`src/rtl/isa_pkg.sv`:
```
// Shared ISA-level widths, encodings and types used by fetch, instruction
// memory and decode.
package isa_pkg;

  localparam int ADDR_W  = 16;
  localparam int INSTR_W = 16;
  localparam int CNT_W   = 16;

  typedef logic [ADDR_W-1:0]  addr_t;
  typedef logic [INSTR_W-1:0] instr_t;
  typedef logic [CNT_W-1:0]   cnt_t;

  localparam instr_t HALT_INSTR = 16'hF000;

  typedef enum logic {
    RUN    = 1'b0,
    HALTED = 1'b1
  } fetch_state_t;

endpackage

```
`src/rtl/fetch_stage.sv`:
```
// Fetch stage: owns the PC, drives the combinational instruction memory and
// holds the IF/ID register handed to decode over a valid/ready handshake.
module fetch_stage
  import isa_pkg::*;
#(
  parameter addr_t RESET_PC = 16'h0000
) (
  input  logic               clk,
  input  logic               rst,
  output logic [ADDR_W-1:0]  imemAdr,
  input  logic [INSTR_W-1:0] imemData,
  output logic [INSTR_W-1:0] instrOut,
  output logic [ADDR_W-1:0]  instrPc,
  output logic               instrValid,
  input  logic               decodeReady,
  input  logic               branchTaken,
  input  logic [ADDR_W-1:0]  branchTarget,
  output logic               halted,
  output logic [CNT_W-1:0]   fetchCount
);

  fetch_state_t state_q, state_d;
  addr_t        pc_q, pc_d;
  instr_t       instr_out_q, instr_out_d;
  addr_t        instr_pc_q, instr_pc_d;
  logic         instr_valid_q, instr_valid_d;
  cnt_t         fetch_count_q, fetch_count_d;
  logic         fire;

  assign fire = (state_q == RUN) && !branchTaken && (!instr_valid_q || decodeReady);

  always_comb begin
    state_d       = state_q;
    pc_d          = pc_q;
    instr_out_d   = instr_out_q;
    instr_pc_d    = instr_pc_q;
    instr_valid_d = instr_valid_q;
    fetch_count_d = fetch_count_q;

    if (branchTaken) begin
      // A halt seen before the branch resolved is wrong-path, so leave HALTED.
      pc_d          = branchTarget;
      instr_valid_d = 1'b0;
      state_d       = RUN;
    end else if (fire) begin
      instr_out_d   = imemData;
      instr_pc_d    = pc_q;
      instr_valid_d = 1'b1;
      if (fetch_count_q != '1) fetch_count_d = fetch_count_q + cnt_t'(1);
      if (imemData == HALT_INSTR) state_d = HALTED;
      else                        pc_d    = pc_q + addr_t'(1);
    end else if (state_q == HALTED && instr_valid_q && decodeReady) begin
      instr_valid_d = 1'b0;
    end
  end

  always_ff @(posedge clk) begin
    if (rst) begin
      state_q       <= RUN;
      pc_q          <= RESET_PC;
      instr_out_q   <= '0;
      instr_pc_q    <= '0;
      instr_valid_q <= 1'b0;
      fetch_count_q <= '0;
    end else begin
      state_q       <= state_d;
      pc_q          <= pc_d;
      instr_out_q   <= instr_out_d;
      instr_pc_q    <= instr_pc_d;
      instr_valid_q <= instr_valid_d;
      fetch_count_q <= fetch_count_d;
    end
  end

  assign imemAdr    = pc_q;
  assign instrOut   = instr_out_q;
  assign instrPc    = instr_pc_q;
  assign instrValid = instr_valid_q;
  assign halted     = (state_q == HALTED);
  assign fetchCount = fetch_count_q;

endmodule
```
`config.mk`:
```
export PLATFORM = sky130hd
export DESIGN_NAME = fetch_stage
export DESIGN_NICKNAME = d
export VERILOG_FILES = /design/src/rtl/isa_pkg.sv /design/src/rtl/fetch_stage.sv
export SDC_FILE = /design/constraint.sdc
export NUM_CORES = 1
export LEC_CHECK = 0
export ABC_AREA = 0
export BUFFER_PORTS_ARGS = -buffer_cell sky130_fd_sc_hd__buf_4
export CORE_UTILIZATION = 53
export DETAILED_ROUTE_END_ITERATION = 10
export MAX_ROUTING_LAYER = met4
export PLACE_DENSITY = 0.84
export SLEW_MARGIN = 20
export SYNTH_ARGS = -nofsm -noshare
export SYNTH_HDL_FRONTEND = slang
export SYNTH_SLANG_ARGS = --single-unit
```
`constraint.sdc`:
```
create_clock -name clk -period 2.9 [get_ports clk]
set_input_delay 0.145 -clock clk [delete_from_list [all_inputs] [get_ports clk]]
set_output_delay 0.145 -clock clk [all_outputs]
set_load 0.03 [all_outputs]
```
==> impl_results.md <==
- H-tree levels: 3
- Slew Viols, Final: 0
- Cell family with most CP delay: simple AND/OR/NAND/NOR gates
- Finished Cell Area: around 3900 µm²
- Worst skew pair latency: 0.34 ns
- Nets: about 500
- Outcome: completed
- MaxCap Viol Count: 0
- Post-synthesis cell count: 353
- CP max stage delay: roughly 0.48 ns
- Pwr/cell area: between 500 and 600 nW/µm²
- Distinct cells, synth: 48
- I/O pin total: between 100 and 150
- Final period util: 0.6754
- Clock power frac: 0.345
- Core ar.: ~5200 µm²
- Area Overhead vs Synth: 33.13%
- Max VDD drop: 0.4364 mV
- Slew @ Worst Pin: slightly below 0.7 ns
- Clk_skew: 0.008162 ns
- Vias per cell: 5.552
- Slew margin rel.: 0.5444
- Setup Viol. Count Final: 0
- Syn avg cell area: ~8.2 µm²
- Number of flops mapped to enable cells by yosys: 0
- Die W: roughly 76 µm
- Die H: ~76 µm
- Num CTS Buffers: 9
- Vias in the first global route: between 2000 and 3000
- Comb power frac: 0.158
- Initial DRC count: around 190
- First-pass iteration count of the detailed router: 5
- Required time worst endpoint: about 3.1 ns
- Syn nets: 391
- WS Path Type: reg2reg
- Tmin final: roughly 2 ns
- CTS tree: done
- Maximum clock path buffer count: 2
- RSZ-0062 raised after global routing: no
- Crit-path max FO: 6
- CP Data Arrival Time: around 2.2 ns
- Synth Flop Type: dfxtp_1
- Setup crit start kind: flop
- Clk pin slew, worst setup/hold paths: 0.07 ns
- DRC: 0
- Sequential area share after synthesis: 0.4544
- Setup ws final: 0.9412 ns
- Cells along the critical path: ha_1, nand3_1, and2b_1, or4b_4, xnor2_1, a22o_1
- Via Count: roughly 2900
- Post-DP HPWL: around 5300 µm
- Initial antenna violation count: 0
- Synthesized area: a little under 3000 µm²
- Sw Pwr: approximately 570 µW
- Post-CTS setup buffers: 0
- Critical path buffers and inverters: 0
- WL/cell: roughly 14 µm
- Ant diodes: 0
- Routed Antenna Nets: 0
- Fraction of registers with async set or reset after synthesis: 0
- Dpl cell area: between 3000 and 4000 µm²
- Pin count of the biggest net entering global routing: between 60 and 70
- DP Worst Slack: 0.9720 ns
- Share of layout cells above drive strength 1: 0.2725
- Synth area leaders: dfxtp_1 45%, nand2_1 10%, a21oi_1 6.5%, nor2_1 3.5%, xnor2_1 3.3%
- Warnings from Yosys: 0
- List of most frequent post-synthesis cells: 79 x nand2_1, 66 x dfxtp_1, 38 x a21oi_1
- Grt ovf: 0
- Global-route wire length before repair: around 13000 µm
- Crit-path slowest cell: or4b_4
- FMAX: around 0.51 GHz
- Synth area leader: dfxtp_1
- Root buf cell: clkbuf_8
- Final wirelength: roughly 7600 µm
- Fin Setup TNS: 0 ns
- # port buffers: roughly 100
- Final hold vios: 0
- P_leak: between 1.5 and 2 nW
- Total global-route track usage: 0.2851
- Top-count cell post-synth: nand2_1
- WHS: 0.02841 ns
- Row count: 26
- Worst Hold Class: in2reg
- Total die area: 5787 µm²
- Post-synthesis register bit count: 66
- Crit end category: flop
- Switching Fraction: 0.2842
- Part of the power in registers: 0.497
- Int Pwr: between 1 and 1.5 mW
- GP Congestion: roughly 0.9
- Clock sink total: 66
- Final Util: 0.7438
- Post-synth top area share: 0.4544
- Initial Util: 0.5587
==> final cells by class <==
| type | instances | area [µm²] |
|---|---|---|
| well taps | 70 | 87.58 |
| inverters | 4 | 15.01 |
| fillers | 419 | 1334 |
| clock buffers | 13 | 158.9 |
| clock inverters | 2 | 12.51 |
| repair buffers | 104 | 783.3 |
| flip-flops and latches | 66 | 1321 |
| multi-input cells | 266 | 1493 |
==> layout by cell type (no fill, tap or decap), types with 5 or more instances in the layout <==
master	n
xor2_1	8
and4_1	6
nor2_1	27
clkbuf_8	11
or3_1	5
nor3_1	11
dfxtp_1	66
buf_4	103
xnor2_1	11
nand2_1	79
o21ai_0	5
nand4_1	9
nand3_1	14
a211oi_1	8
a21oi_1	38
==> logic make-up after synthesis <==
kind of cell / after synthesis / synth area share
flops: 66 / 0.4544
xor+xnor: 19 / 0.05723
buf+inv: 21 / 0.03227
mux: 3 / 0.01119
compound gates: 71 / 0.1536
simple gates: 171 / 0.2827
fa+ha+maj: 2 / 0.008604
==> final timing paths <==
kind	start	endpoint	slack, ns	depth (start not counted)
min	branchTarget[10]	imemAdr[10]	0.03	3
max	imemAdr[0]	imemAdr[14]	0.94	6
max reg2reg	imemAdr[0]	imemAdr[14]	0.94	6
min reg2reg	instrPc[13]	instrPc[13]	0.46	2
==> routing by layer <==
| layer | up-vias | share of wire | global-route usage | wire [µm] |
|---|---|---|---|---|
| li1 | 1442 | - | - | - |
| met1 | 1366 | 0.44 | 0.3409 | 3352 |
| met2 | 93 | 0.49 | 0.4627 | 3722 |
| met3 | 14 | 0.051 | 0.06707 | 391 |
| met4 | 0 | 0.019 | 0.1173 | 144 |
| met5 | - | 0 | - | 0 |
==> worst min-delay path, stage by stage <==
cell	delay, ns
buf_4	0.09
a32oi_1	0.05
o31ai_1	0.06
==> registers in the layout, summed over array words and instances (netlist names) <==
register    flops
instrPc        16
instrValid      1
fetchCount     16
instrOut       16
halted          1
imemAdr        16
==> power groups by stage <==
stage	clock (mW)	sequential [mW]	combinational [mW]
after detailed placement	0	1.01	0.313
after global routing	0.742	0.993	0.337
after floorplan	0	1.08	0.104
after CTS	0.698	0.987	0.315
final	0.687	0.988	0.314
after global placement	0	1.01	0.309
==> metrics by stage <==
stage	power, mW	instances
4_1_cts	2.000	525
6_report	1.989	525
2_1_floorplan	1.186	353
3_5_place_dp	1.320	509
3_3_place_gp	1.315	509
5_1_grt	2.072	525
==> what timing repair did <==
item | 4_1_cts | 5_1_grt
resized for setup | 0 | 0
hold buffers | 1 | 0
endpoints found under the hold margin | 1 | 0
No activity file was read; power rests on OpenSTA's default activity.
